### src/rtl/wr_skid_ctrl.sv
// Write-side skid controller: a 2-entry in-order buffer between an upstream
// valid/ready stream and a FIFO write port, with word/frame/stall counters.
module wr_skid_ctrl #(
   parameter int DATA_WD = 8,
   parameter int CNT_WD  = 16
) (
   input  logic               wclk,
   input  logic               wrst,
   input  logic               s_valid,
   input  logic [DATA_WD-1:0] s_data,
   input  logic               s_last,
   output logic               s_ready,
   input  logic               wfull,
   output logic               winc,
   output logic [DATA_WD-1:0] wdata,
   output logic [1:0]         wstate,
   output logic [CNT_WD-1:0]  wwords,
   output logic [CNT_WD-1:0]  wframes,
   output logic [CNT_WD-1:0]  wstalls
);

   typedef enum logic [1:0] {
      IDLE  = 2'd0,
      XFER  = 2'd1,
      STALL = 2'd2
   } state_e;

   typedef struct packed {
      logic [DATA_WD-1:0] data;
      logic               last;
   } ent_t;

   localparam logic [CNT_WD-1:0] CNT_ONE = {{(CNT_WD-1){1'b0}}, 1'b1};
   localparam logic [CNT_WD-1:0] CNT_MAX = {CNT_WD{1'b1}};

   ent_t              head_q, head_d;
   ent_t              tail_q, tail_d;
   logic [1:0]        occ_q, occ_d;
   state_e            state_q, state_d;
   logic [CNT_WD-1:0] words_q, words_d;
   logic [CNT_WD-1:0] frames_q, frames_d;
   logic [CNT_WD-1:0] stalls_q, stalls_d;

   logic       push, pop, stalled;
   logic [1:0] base;
   ent_t       in_ent;

   // s_ready depends only on registered occupancy, so upstream never sees wfull.
   assign s_ready = (occ_q != 2'd2);
   assign winc    = (occ_q != 2'd0) && !wfull;
   assign wdata   = head_q.data;
   assign wstate  = state_q;
   assign wwords  = words_q;
   assign wframes = frames_q;
   assign wstalls = stalls_q;

   assign push    = s_valid && s_ready;
   assign pop     = winc;
   assign stalled = (occ_q != 2'd0) && wfull;
   assign base    = occ_q - {1'b0, pop};
   assign in_ent  = '{data: s_data, last: s_last};

   always_comb begin
      head_d   = head_q;
      tail_d   = tail_q;
      occ_d    = occ_q + {1'b0, push} - {1'b0, pop};
      words_d  = words_q;
      frames_d = frames_q;
      stalls_d = stalls_q;
      state_d  = XFER;

      if (pop) head_d = tail_q;
      // A new word lands in the first free slot after this cycle's pop.
      if (push) begin
         if (base == 2'd0) head_d = in_ent;
         else              tail_d = in_ent;
      end

      if (pop) begin
         words_d = words_q + CNT_ONE;
         if (head_q.last) frames_d = frames_q + CNT_ONE;
      end
      if (stalled && (stalls_q != CNT_MAX)) stalls_d = stalls_q + CNT_ONE;

      if (occ_d == 2'd0) state_d = IDLE;
      else if (wfull)    state_d = STALL;
   end

   always_ff @(posedge wclk) begin
      if (wrst) begin
         head_q   <= '0;
         tail_q   <= '0;
         occ_q    <= 2'd0;
         state_q  <= IDLE;
         words_q  <= '0;
         frames_q <= '0;
         stalls_q <= '0;
      end else begin
         head_q   <= head_d;
         tail_q   <= tail_d;
         occ_q    <= occ_d;
         state_q  <= state_d;
         words_q  <= words_d;
         frames_q <= frames_d;
         stalls_q <= stalls_d;
      end
   end

endmodule

### config.mk
export PLATFORM = sky130hd
export DESIGN_NAME = wr_skid_ctrl
export DESIGN_NICKNAME = d
export VERILOG_FILES = /design/src/rtl/wr_skid_ctrl.sv
export SDC_FILE = /design/constraint.sdc
export NUM_CORES = 1
export LEC_CHECK = 0
export CAP_MARGIN = 20
export CORE_ASPECT_RATIO = 0.5
export CORE_UTILIZATION = 45
export DETAILED_ROUTE_END_ITERATION = 12
export PLACE_DENSITY = 0.8
export RECOVER_POWER = 25
export SKIP_LAST_GASP = 1
export SLEW_MARGIN = 20
export SYNTH_ARGS = -nofsm -noshare
export SYNTH_HDL_FRONTEND = slang
export SYNTH_SLANG_ARGS = --single-unit
### constraint.sdc
create_clock -name wclk -period 2.7 [get_ports wclk]
set_input_delay 0.54 -clock wclk [delete_from_list [all_inputs] [get_ports wclk]]
set_output_delay 0.54 -clock wclk [all_outputs]
set_load 0.01 [all_outputs]
After elaboration in Yosys (flattened, before gate mapping)
Index checks and enable logic that the tools add are counted.

operators by class
  multiplexer cells = 4
  reduce and logical (&&, ||, !) cells = 11
  $add $sub $neg = 6
  eq/ne operators = 2
  bitwise operators = 1

operator list
  operator                                                          count
  16-bit by 1-bit adder with 16-bit output (second input constant)  3
  9-bit 2-to-1 mux                                                  3
  16-bit != test (second input constant)                            1
  1-bit logical AND                                                 4
  2-bit zero test                                                   2
  2-bit AND reduction                                               2
  2-bit by 1-bit subtractor with 2-bit output                       2
  2-bit by 1-bit adder with 2-bit output                            1
  2-bit 2-to-1 mux                                                  1
  2-bit != test (second input constant)                             1
  2-bit nonzero test                                                1
  2-bit OR reduction                                                1
  1-bit zero test                                                   1
  1-bit NOT                                                         1

storage, ports and cells
  logic and storage cells = 33
  input port bits = 13
  bits in registers = 70

Longest topological paths before layout
Gate-level depths: netlist of run 1.

  word-level depth = 6
  gate-level depth with buffers = 9
  mapped depth without buffers = 7

Worst setup path after synthesis of run 1
No wires, ideal clock.

  path type = input-to-reg
  from = in wfull
  to = reg state_q[1], in the netlist wstate[1]
  path slack = 0.473 ns
  setup time = 0.080 ns
  data arrival time = 2.147 ns
  cell stages on the path = 9
  path buffers = 2
  cells stage by stage = buf_4 -> o21bai_1 -> inv_2 -> buf_1 -> xnor2_1 -> ha_1 -> xor2_1 -> nor2_1 -> nor3b_1

on the way
  longest elaborated chain between the ends = 5
  elaborated cells between the ends (all ways) = 6

RTL lines
  item                                         RTL line  source
  from (decl)                                  13        input logic wfull,
  1-bit zero test                              50        assign winc = (occ_q != 2'd0) && !wfull;
  1-bit logical AND                            50
  via winc                                     14        output logic winc,
  2-bit by 1-bit subtractor with 2-bit output  66        occ_d = occ_q + {1'b0, push} - {1'b0, pop};
  2-bit zero test                              85        if (occ_d == 2'd0) state_d = IDLE;
  2-bit OR reduction (no source line)          -
  to (signal assigned)                         102       state_q <= state_d;
  to (decl)                                    39        state_e state_q, state_d;

The timed path passes the listed nets, and every way through them passes these cells.
A chain may end at the register's enable or synchronous reset.

Worst setup path after layout of run 1
  from = in wfull
  to = out winc

on the way
  longest elaborated chain between the ends = 2

RTL lines
  item               RTL line
  1-bit zero test    50
  1-bit logical AND  50
  to (decl)          14

Every way passes these cells.

==> impl_metrics.tcl, run 1 <==
set metrics [dict create \
    status "complete, no violations" \
    clk_pin_slew_worst_paths_ps 50 \
    async_reset_ff_share_pct 0 \
    antenna_found_initial 0 \
    first_iter_violations 140 \
    synth_top_family_by_area "simple AND/OR/NAND/NOR gates" \
    syn_nets 390 \
    reg2reg_to "wstate[1]" \
    clock.fmax_ghz 0.397 \
    tritoncts "done" \
    clock_latency_ps 330 \
    r2r-start "occ_q[1]" \
    synth_adder_area_share_pct 1.57 \
    ys_warn_count 0 \
    grt_setup_unrepaired "no" \
    critPathArrivalTime_ps 1980 \
    finalCoreUtilization_pct 62.6 \
    power.density_nw_per_um2 670 \
    design.core.area_um2 6750 \
    crit_required_ps 2160 \
    dpl.hpwl_mm 4.84 \
    io_buffers 72 \
    postCtsSetupBuffers 0 \
    setup_violations 0 \
    dp.cells 521 \
    diodes 0 \
    netlist_instances 373 \
    globalRouteTotalUtil_pct 19.4 \
    ys.flop_type "dfxtp_1" \
    synth_edf_count 0 \
    postRouteAntennaNets 0 \
    crit_cells 4 \
    wl_met1_mm 3.36 \
    fin_total_pwr_uw 2830 \
    synth.ff_latch_count 70 \
    crit_buf_inv 3 \
    period_share_pct 93.3 \
    nNetsFinal 457 \
    drc 0 \
    synth-simple-area-share_pct 26.1 \
    critPathKind "in2out" \
    clockBufferDepth 2 \
    die_h_um 61.5 \
    row_count 21 \
    yosysUniqueCellTypes 45 \
    synth_top_area_cell "dfxtp_1" \
    cts_buffers 9 \
    dieArea_um2 7450 \
    wl_mm 7.05 \
    synth_compound_area_share_pct 12.9 \
    worstPathMaxFanout 6 \
    r2r.worst_path.cells 8 \
    cpMaxStageDelayCell "clkdlybuf4s50_1" \
    num-fill-cells 570 \
    worstSetupStartpointType "input port" \
    grt_max_degree 46 \
    synth_xor_area_share_pct 5.77 \
    wl_per_cell_um 13.2 \
    cp_slowest_stage_delay_ps 560 \
    routed.top_layer "met4" \
    slew_viol_final 0 \
    globalplace.congestion 0.752 \
    min_period_ps 2520 \
    slew-limit-headroom_pct 54.6 \
    critPathMostFrequentCell "clkdlybuf4s50_1" \
    viasPerCell 5.29 \
    skew_ps 5.13 \
    p_leak_uw 0.00150 \
    start_util_pct 47.2 \
    layout.cells.most_common "dfxtp_1" \
    dieWidth_um 121 \
    drv_cap 0 \
    grt_overflow 0 \
    syn_area_per_cell_um2 8.55 \
    first_global_vias 2400 \
    setup_tns_ps 0 \
    firstDrtPassIters 4 \
    final_layout_size_suffix_gt1_share_pct 7.21 \
    final_cell_mix "dfxtp_1, clkdlybuf4s50_1, nor2_1" \
    ys_seq_area_share_pct 43.9 \
    reg2reg_slack_ps 540 \
    cts_root_buf "clkbuf_16" \
    hold_viol 0 \
    syn_area_um2 3190 \
    yosysTopAreaCellShare_pct 43.9 \
    vdd_drop_max_v 0.000350 \
    ctsResizeCount 0 \
    wl_met3_um 297 \
    ys_top_cells_by_area "dfxtp_1, nor2_1, nand2_1" \
    ctsHoldBuffers 0 \
    synthMuxAreaShare_pct 4.20 \
    wl_met2_mm 3.32 \
    end_kind "primary output" \
    worstMarginPinSlew_ps 681 \
    areaGrowthSynthToFinish_pct 32.4 \
    cts.htree.levels 3 \
    finalNonFillerCells 536 \
    hp-class "reg2reg" \
    grt_pass1_wl_mm 11.1 \
    startpoint "wfull" \
    io_pins 73 \
    clock_sinks 70 \
    crit_end "winc" \
    crit_path_cell_trace "clkdlybuf4s50_1, o21bai_1, inv_2, clkdlybuf4s50_1" \
    vias 2836 \
    crit_family "buffers and inverters" \
]
[area by class of cell]
| class | count | area [um2] | share of cell area [%] |
|---|---|---|---|
| clock buffer | 10 | 229 | 5.42 |
| sequential | 70 | 1400 | 33.2 |
| multi-input combinational | 269 | 1610 | 38.2 |
| clock inverter | 5 | 27.5 | 0.652 |
| inverter | 7 | 26.3 | 0.622 |
| timing repair buffer | 83 | 812 | 19.2 |
| tap | 92 | 115 | 2.73 |
[stage by stage]
stage / hold WS [ps] / instance area [um2] / setup slack, ps
floorplan: 454 / 3190 / 473
finish: 471 / 4220 / 181
detailed placement: 472 / 3980 / 81.7
global route: 490 / 4220 / 149
CTS: 473 / 4240 / 174
global placement: 461 / 3980 / 106
[synthesized netlist by cell type, types with 2 or more instances]
cell      number
inv_1          6
ha_1           4
xnor2_1        7
buf_1          5
or4_1          7
nand2b_1       2
mux2i_1       10
o21ai_0       13
and2_1         2
a311oi_1      10
buf_4         10
nor2_1        47
nand4_1       15
nor3_1         7
nand2_1       36
a21oi_1       24
and4_1         2
and3_1         3
clkbuf_1       9
or2_2          2
o31ai_1        6
o21a_1         2
o41ai_1        2
mux2_2         3
dfxtp_1       70
nor4b_1        2
nand3_1       16
xor2_1        14
nor4_1         2
or3_1         16
nor2b_1        5
[worst reg2reg max path, delay by kind of cell, from the launching register on]
| family | cells | cell delay [ps] |
|---|---|---|
| buffers and inverters | 2 | 620 |
| xor gates and xnor gates | 2 | 330 |
| AOI/OAI and AO/OA | 1 | 170 |
| DFF | 1 | 540 |
| adders and majority gates | 1 | 210 |
| and+or+nand+nor | 2 | 210 |
[kinds of logic after synthesis]
family	count (synthesis)
simple gates	167
flops	70
compound gates	64
buf+inv	34
xor+xnor	21
mux	13
fa+ha+maj	4
[worst min path at each step]
stage,endpoint,start,depth (start not counted)
floorplan,head_q[0],tail_q[0],2
global placement,wdata[5],tail_q[6],2
detailed placement,wdata[1],tail_q[2],2
CTS,wdata[1],tail_q[2],2
global route,head_q[0],tail_q[0],2
finish,wdata[1],tail_q[2],2
[flip-flops by register name, indices dropped and copies added, names as in the netlist]
| name | flops |
|---|---|
| wstalls | 16 |
| wstate | 2 |
| head_q | 1 |
| wframes | 16 |
| tail_q | 9 |
| wdata | 8 |
| occ_q | 2 |
| wwords | 16 |
[metal layers]
layer,GRT usage [%],vias to the layer above
met4,8.11,0
li1,-,1453
met3,6.67,10
met2,32.4,53
met5,0,-
met1,23.4,1320
[where the power goes]
part / leakage, uW / switching, uW / total, uW / internal, uW
clock network: 0.000128 / 422 / 1030 / 608
registers: 0.000567 / 87.1 / 1200 / 1110
logic: 0.000805 / 306 / 597 / 291
total: 0.00150 / 815 / 2830 / 2010
No activity file was read; power rests on OpenSTA's default activity.
==> run 2: changes to the inputs <==
- clock period: 2.7 -> 3.1 ns (I/O delays scaled with it)
==> impl_metrics.tcl, run 2 (synthesized netlist as in run 1, its figures left out) <==
set metrics [dict create \
    globalplace.congestion 0.790 \
    worstPathMaxFanout 3 \
    crit_buf_inv 3 \
    grt_util_met2_pct 33.4 \
    power.density_nw_per_um2 608 \
    cpMaxStageDelayCell "dlygate4sd3_1" \
    grt_overflow 0 \
    clockBufferDepth 2 \
    drc 0 \
    start_util_pct 47.2 \
    reg2reg_slack_ps 850 \
    clock.fmax_ghz 0.376 \
    wl_per_cell_um 13.1 \
    min_period_ps 2660 \
    ctsResizeCount 0 \
    viasPerCell 5.32 \
    status "complete, no violations" \
    grt_pass1_wl_mm 11.4 \
    p_leak_uw 0.00151 \
    wl_mm 7.02 \
    vdd_drop_max_v 0.000296 \
    slew-limit-headroom_pct 53.4 \
    crit_required_ps 2480 \
    clock_sinks 70 \
    dieArea_um2 7450 \
    critPathKind "in2out" \
    postRouteAntennaNets 0 \
    diodes 0 \
    antenna_found_initial 0 \
    busiest_layer "met2" \
    clk_pin_slew_worst_paths_ps 50 \
    setup_tns_ps 0 \
    layout.cells.most_common "dfxtp_1" \
    dieWidth_um 121 \
    grt_max_degree 46 \
    firstDrtPassIters 5 \
    io_pins 73 \
    row_count 21 \
    cp_slowest_stage_delay_ps 560 \
    io_buffers 72 \
    crit_family "buffers and inverters" \
    grtUsageMet1_pct 24.4 \
    met3_usage_pct 5.83 \
    design.core.area_um2 6750 \
    critPathArrivalTime_ps 2040 \
    postCtsSetupBuffers 0 \
    cts.htree.levels 3 \
    final_layout_size_suffix_gt1_share_pct 6.09 \
    grt_setup_unrepaired "no" \
    end_kind "primary output" \
    crit_path_cell_trace "dlygate4sd3_1, o21bai_1, clkinv_1, clkdlybuf4s50_1" \
    vias 2847 \
    globalRouteTotalUtil_pct 19.9 \
    period_share_pct 85.9 \
    drv_cap 0 \
    hp-class "reg2reg" \
    clock_latency_ps 330 \
    worstMarginPinSlew_ps 697 \
    first_iter_violations 172 \
    first_global_vias 2459 \
    nNetsFinal 455 \
    areaGrowthSynthToFinish_pct 32.2 \
    final_cell_mix "dfxtp_1, clkdlybuf4s50_1, nor2_1" \
    tritoncts "done" \
    setup_violations 0 \
    whs_ps 476 \
    skew_ps 6.01 \
    cts_buffers 9 \
    dpl.hpwl_mm 4.76 \
    worstSetupStartpointType "input port" \
    design_area_um2 4220 \
    slew_viol_final 0 \
    die_h_um 61.5 \
    ctsHoldBuffers 0 \
    cts_root_buf "clkbuf_16" \
    placed_cell_area_um2 3940 \
    hold_viol 0 \
]
## run 2: cell types whose count changed in the layout (fill, tap and decap cells not counted), sizes merged, moves of 2 or more
cell	previous run	this run
clkdlybuf4s50	61	56
dlygate4sd3	10	15
clkbuf	13	17
buf	9	6
clkinv	4	2
## run 2: layer usage
layer / wire length, um / part of all wire, % / vias to the layer above
met5: 0 / 0 / -
met4: 96 / 1.4 / 0
met2: 3330 / 47 / 55
li1: - / - / 1458
met3: 299 / 4.3 / 9
met1: 3300 / 47 / 1325
## run 2: worst paths after layout
kind | cells after the start | end | from
max reg2reg | 6 | wframes[9] | occ_q[1]
min reg2reg | 2 | wdata[0] | tail_q[1]
max | 4 | winc | wfull
min | 2 | wdata[0] | tail_q[1]
## run 2: final cells by class
class | instances | area (um2)
well taps | 92 | 115
multi-input cells | 269 | 1600
clock buffers | 13 | 260
inverters | 7 | 26.3
clock inverters | 3 | 42.5
flip-flops and latches | 70 | 1400
repair buffers | 81 | 768
fillers | 555 | 2540
## run 2: power breakdown
part | total [uW] | switching, uW | internal [uW]
clock network | 1030 | 368 | 665
logic | 490 | 264 | 226
registers | 1040 | 69.5 | 971
total | 2560 | 701 | 1860
## run 2: metrics by stage
step / setup slack (ps) / utilization [%] / total power, uW / instances
2_1_floorplan: 793 / - / 1410 / 373
3_3_place_gp: 377 / 58.3 / 1570 / 519
3_5_place_dp: 350 / 58.3 / 1580 / 519
4_1_cts: 472 / 62.8 / 2610 / 535
5_1_grt: 270 / 62.4 / 2680 / 535
6_report: 437 / 62.4 / 2560 / 535
## run 2: worst reg2reg max path: stages (launching register included)
cell	delay (ps)
dfxtp_1	490
o21bai_1	200
clkinv_1	90
clkbuf_1	410
nand3_1	210
or4b_2	640
a21oi_1	150
==> run 3: changes to the inputs <==
- CELL_PAD_IN_SITES_DETAIL_PLACEMENT: unset -> 0
- CELL_PAD_IN_SITES_GLOBAL_PLACEMENT: unset -> 1
- CORE_UTILIZATION: 45 -> 40
- PLACE_DENSITY: 0.8 -> 0.92
==> impl_metrics.tcl, run 3 (synthesized netlist as in run 1, its figures left out) <==
set metrics [dict create \
    p_seq_share_pct 39.3 \
    vdd_drop_max_v 0.000311 \
    slew_viol_final 0 \
    design.core.area_um2 7510 \
    clock.fmax_ghz 0.359 \
    hold_path.startpoint "tail_q[5]" \
    hp-class "reg2reg" \
    final_cell_mix "dfxtp_1, clkdlybuf4s50_1, nor2_1" \
    reg2reg_slack_ps 820 \
    intPower_uw 1930 \
    row_count 22 \
    wl_met3_um 321 \
    globalRouteTotalUtil_pct 18.9 \
    drv_cap 0 \
    final_layout_size_suffix_gt1_share_pct 6.56 \
    r2r.worst_path.cells 4 \
    regArea_um2 1400 \
    worstMarginPinSlew_ps 833 \
    critPathArrivalTime_ps 2160 \
    worstSetupStartpointType "input port" \
    crit_required_ps 2480 \
    period_share_pct 89.8 \
    cts_root_buf "clkbuf_16" \
    num-fill-cells 693 \
    grt_setup_unrepaired "no" \
    switching_share_pct 27.0 \
    tritoncts "done" \
    switchingPower_uw 715 \
    grt_overflow 0 \
    vias 2872 \
    clockBufferDepth 2 \
    ctsResizeCount 0 \
    hold_path_end "wdata[4]" \
    io_buffers 72 \
    critPathKind "in2out" \
    grt_pass1_wl_mm 12.3 \
    setup_tns_ps 0 \
    pre_cts_ws_ps 343 \
    end_kind "primary output" \
    status "complete, no violations" \
    io_pins 73 \
    power.density_nw_per_um2 622 \
    cts_buffers 9 \
    globalplace.congestion 0.756 \
    routed.top_layer "met4" \
    hold_viol 0 \
    firstDrtPassIters 4 \
    clock_sinks 70 \
    areaGrowthSynthToFinish_pct 33.5 \
    dieWidth_um 128 \
    finalCoreUtilization_pct 56.7 \
    clock_latency_ps 330 \
    drc 0 \
    setup_violations 0 \
    wl_met1_mm 3.51 \
    slew-limit-headroom_pct 44.5 \
    layout.cells.most_common "dfxtp_1" \
    worstHoldPathCells 2 \
    min_period_ps 2780 \
    first_iter_violations 170 \
    wl_mm 7.30 \
    dpl.hpwl_mm 5.00 \
    worstPathMaxFanout 11 \
    first_global_vias 2612 \
    start_util_pct 42.4 \
    antenna_found_initial 0 \
    p_leak_uw 0.00151 \
    diodes 0 \
    r2r-start "occ_q[1]" \
    wl_met2_mm 3.41 \
    cts.htree.levels 3 \
    wl_per_cell_um 13.3 \
    setup_slack_ps 316 \
    viasPerCell 5.22 \
    postRouteAntennaNets 0 \
    dieArea_um2 8360 \
    multi_input_area_um2 1600 \
    nNetsFinal 454 \
    combinationalPowerShare_pct 18.0 \
    reg2reg_to "wstalls[13]" \
    postCtsSetupBuffers 0 \
    clkPwrFrac_pct 42.7 \
    grt_max_degree 29 \
    skew_ps 4.12 \
    clk_pin_slew_worst_paths_ps 60 \
    ctsHoldBuffers 0 \
    die_h_um 65.1 \
]
-- run 3: cell count changes in the layout (fill, tap and decap cells not counted), sizes merged --
cell / previous run / this run
clkbuf: 17 / 15
clkdlybuf4s50: 56 / 58
dlygate4sd3: 15 / 13
buf: 6 / 5
bufinv: 1 / 2
inv: 6 / 7
-- run 3: cell type report --
type / instances / share of cell area [%]
Multi-Input combinational cell: 269 / 37.6
Tap cell: 108 / 3.17
Inverter: 7 / 0.617
Clock inverter: 5 / 1.91
Sequential cell: 70 / 32.9
Clock buffer: 11 / 5.93
Timing Repair Buffer: 80 / 17.9
-- run 3: critical path, cell delays in order --
cell and delay, ps:
dlygate4sd3_1 570, o21bai_1 190, inv_2 200, clkdlybuf4s50_1 580
-- run 3: metrics by stage --
step | std cells | total power [uW] | hold WS, ps | area (um2)
after floorplan | 373 | 1410 | 454 | 3190
after global placement | 534 | 1560 | 464 | 3950
after detailed placement | 534 | 1570 | 467 | 3950
after CTS | 550 | 2710 | 475 | 4290
after global routing | 550 | 2780 | 494 | 4260
final | 550 | 2650 | 471 | 4260
-- run 3: how the worst max path moves through the flow --
stage,from,cells past startpoint,end,slack (ps)
6_report,wfull,4,winc,320
5_1_grt,wfull,4,winc,250
4_1_cts,wfull,4,winc,370
3_5_place_dp,wfull,5,wstalls[13],340
3_3_place_gp,wfull,5,wstalls[13],360
2_1_floorplan,wfull,9,wstate[1],790
-- run 3: per-layer routing --
| layer | global-route usage (%) | vias to the layer above |
|---|---|---|
| met5 | 0 | - |
| met4 | 7.50 | 0 |
| met3 | 6.03 | 6 |
| met2 | 31.4 | 65 |
| met1 | 23.1 | 1346 |
| li1 | - | 1455 |
-- run 3: power groups by stage --
stage | registers [uW] | clock network, uW | logic, uW
floorplan | 1040 | 0 | 372
global placement | 1070 | 0 | 495
detailed placement | 1070 | 0 | 503
CTS | 1050 | 1160 | 505
global route | 1050 | 1200 | 524
finish | 1040 | 1130 | 476
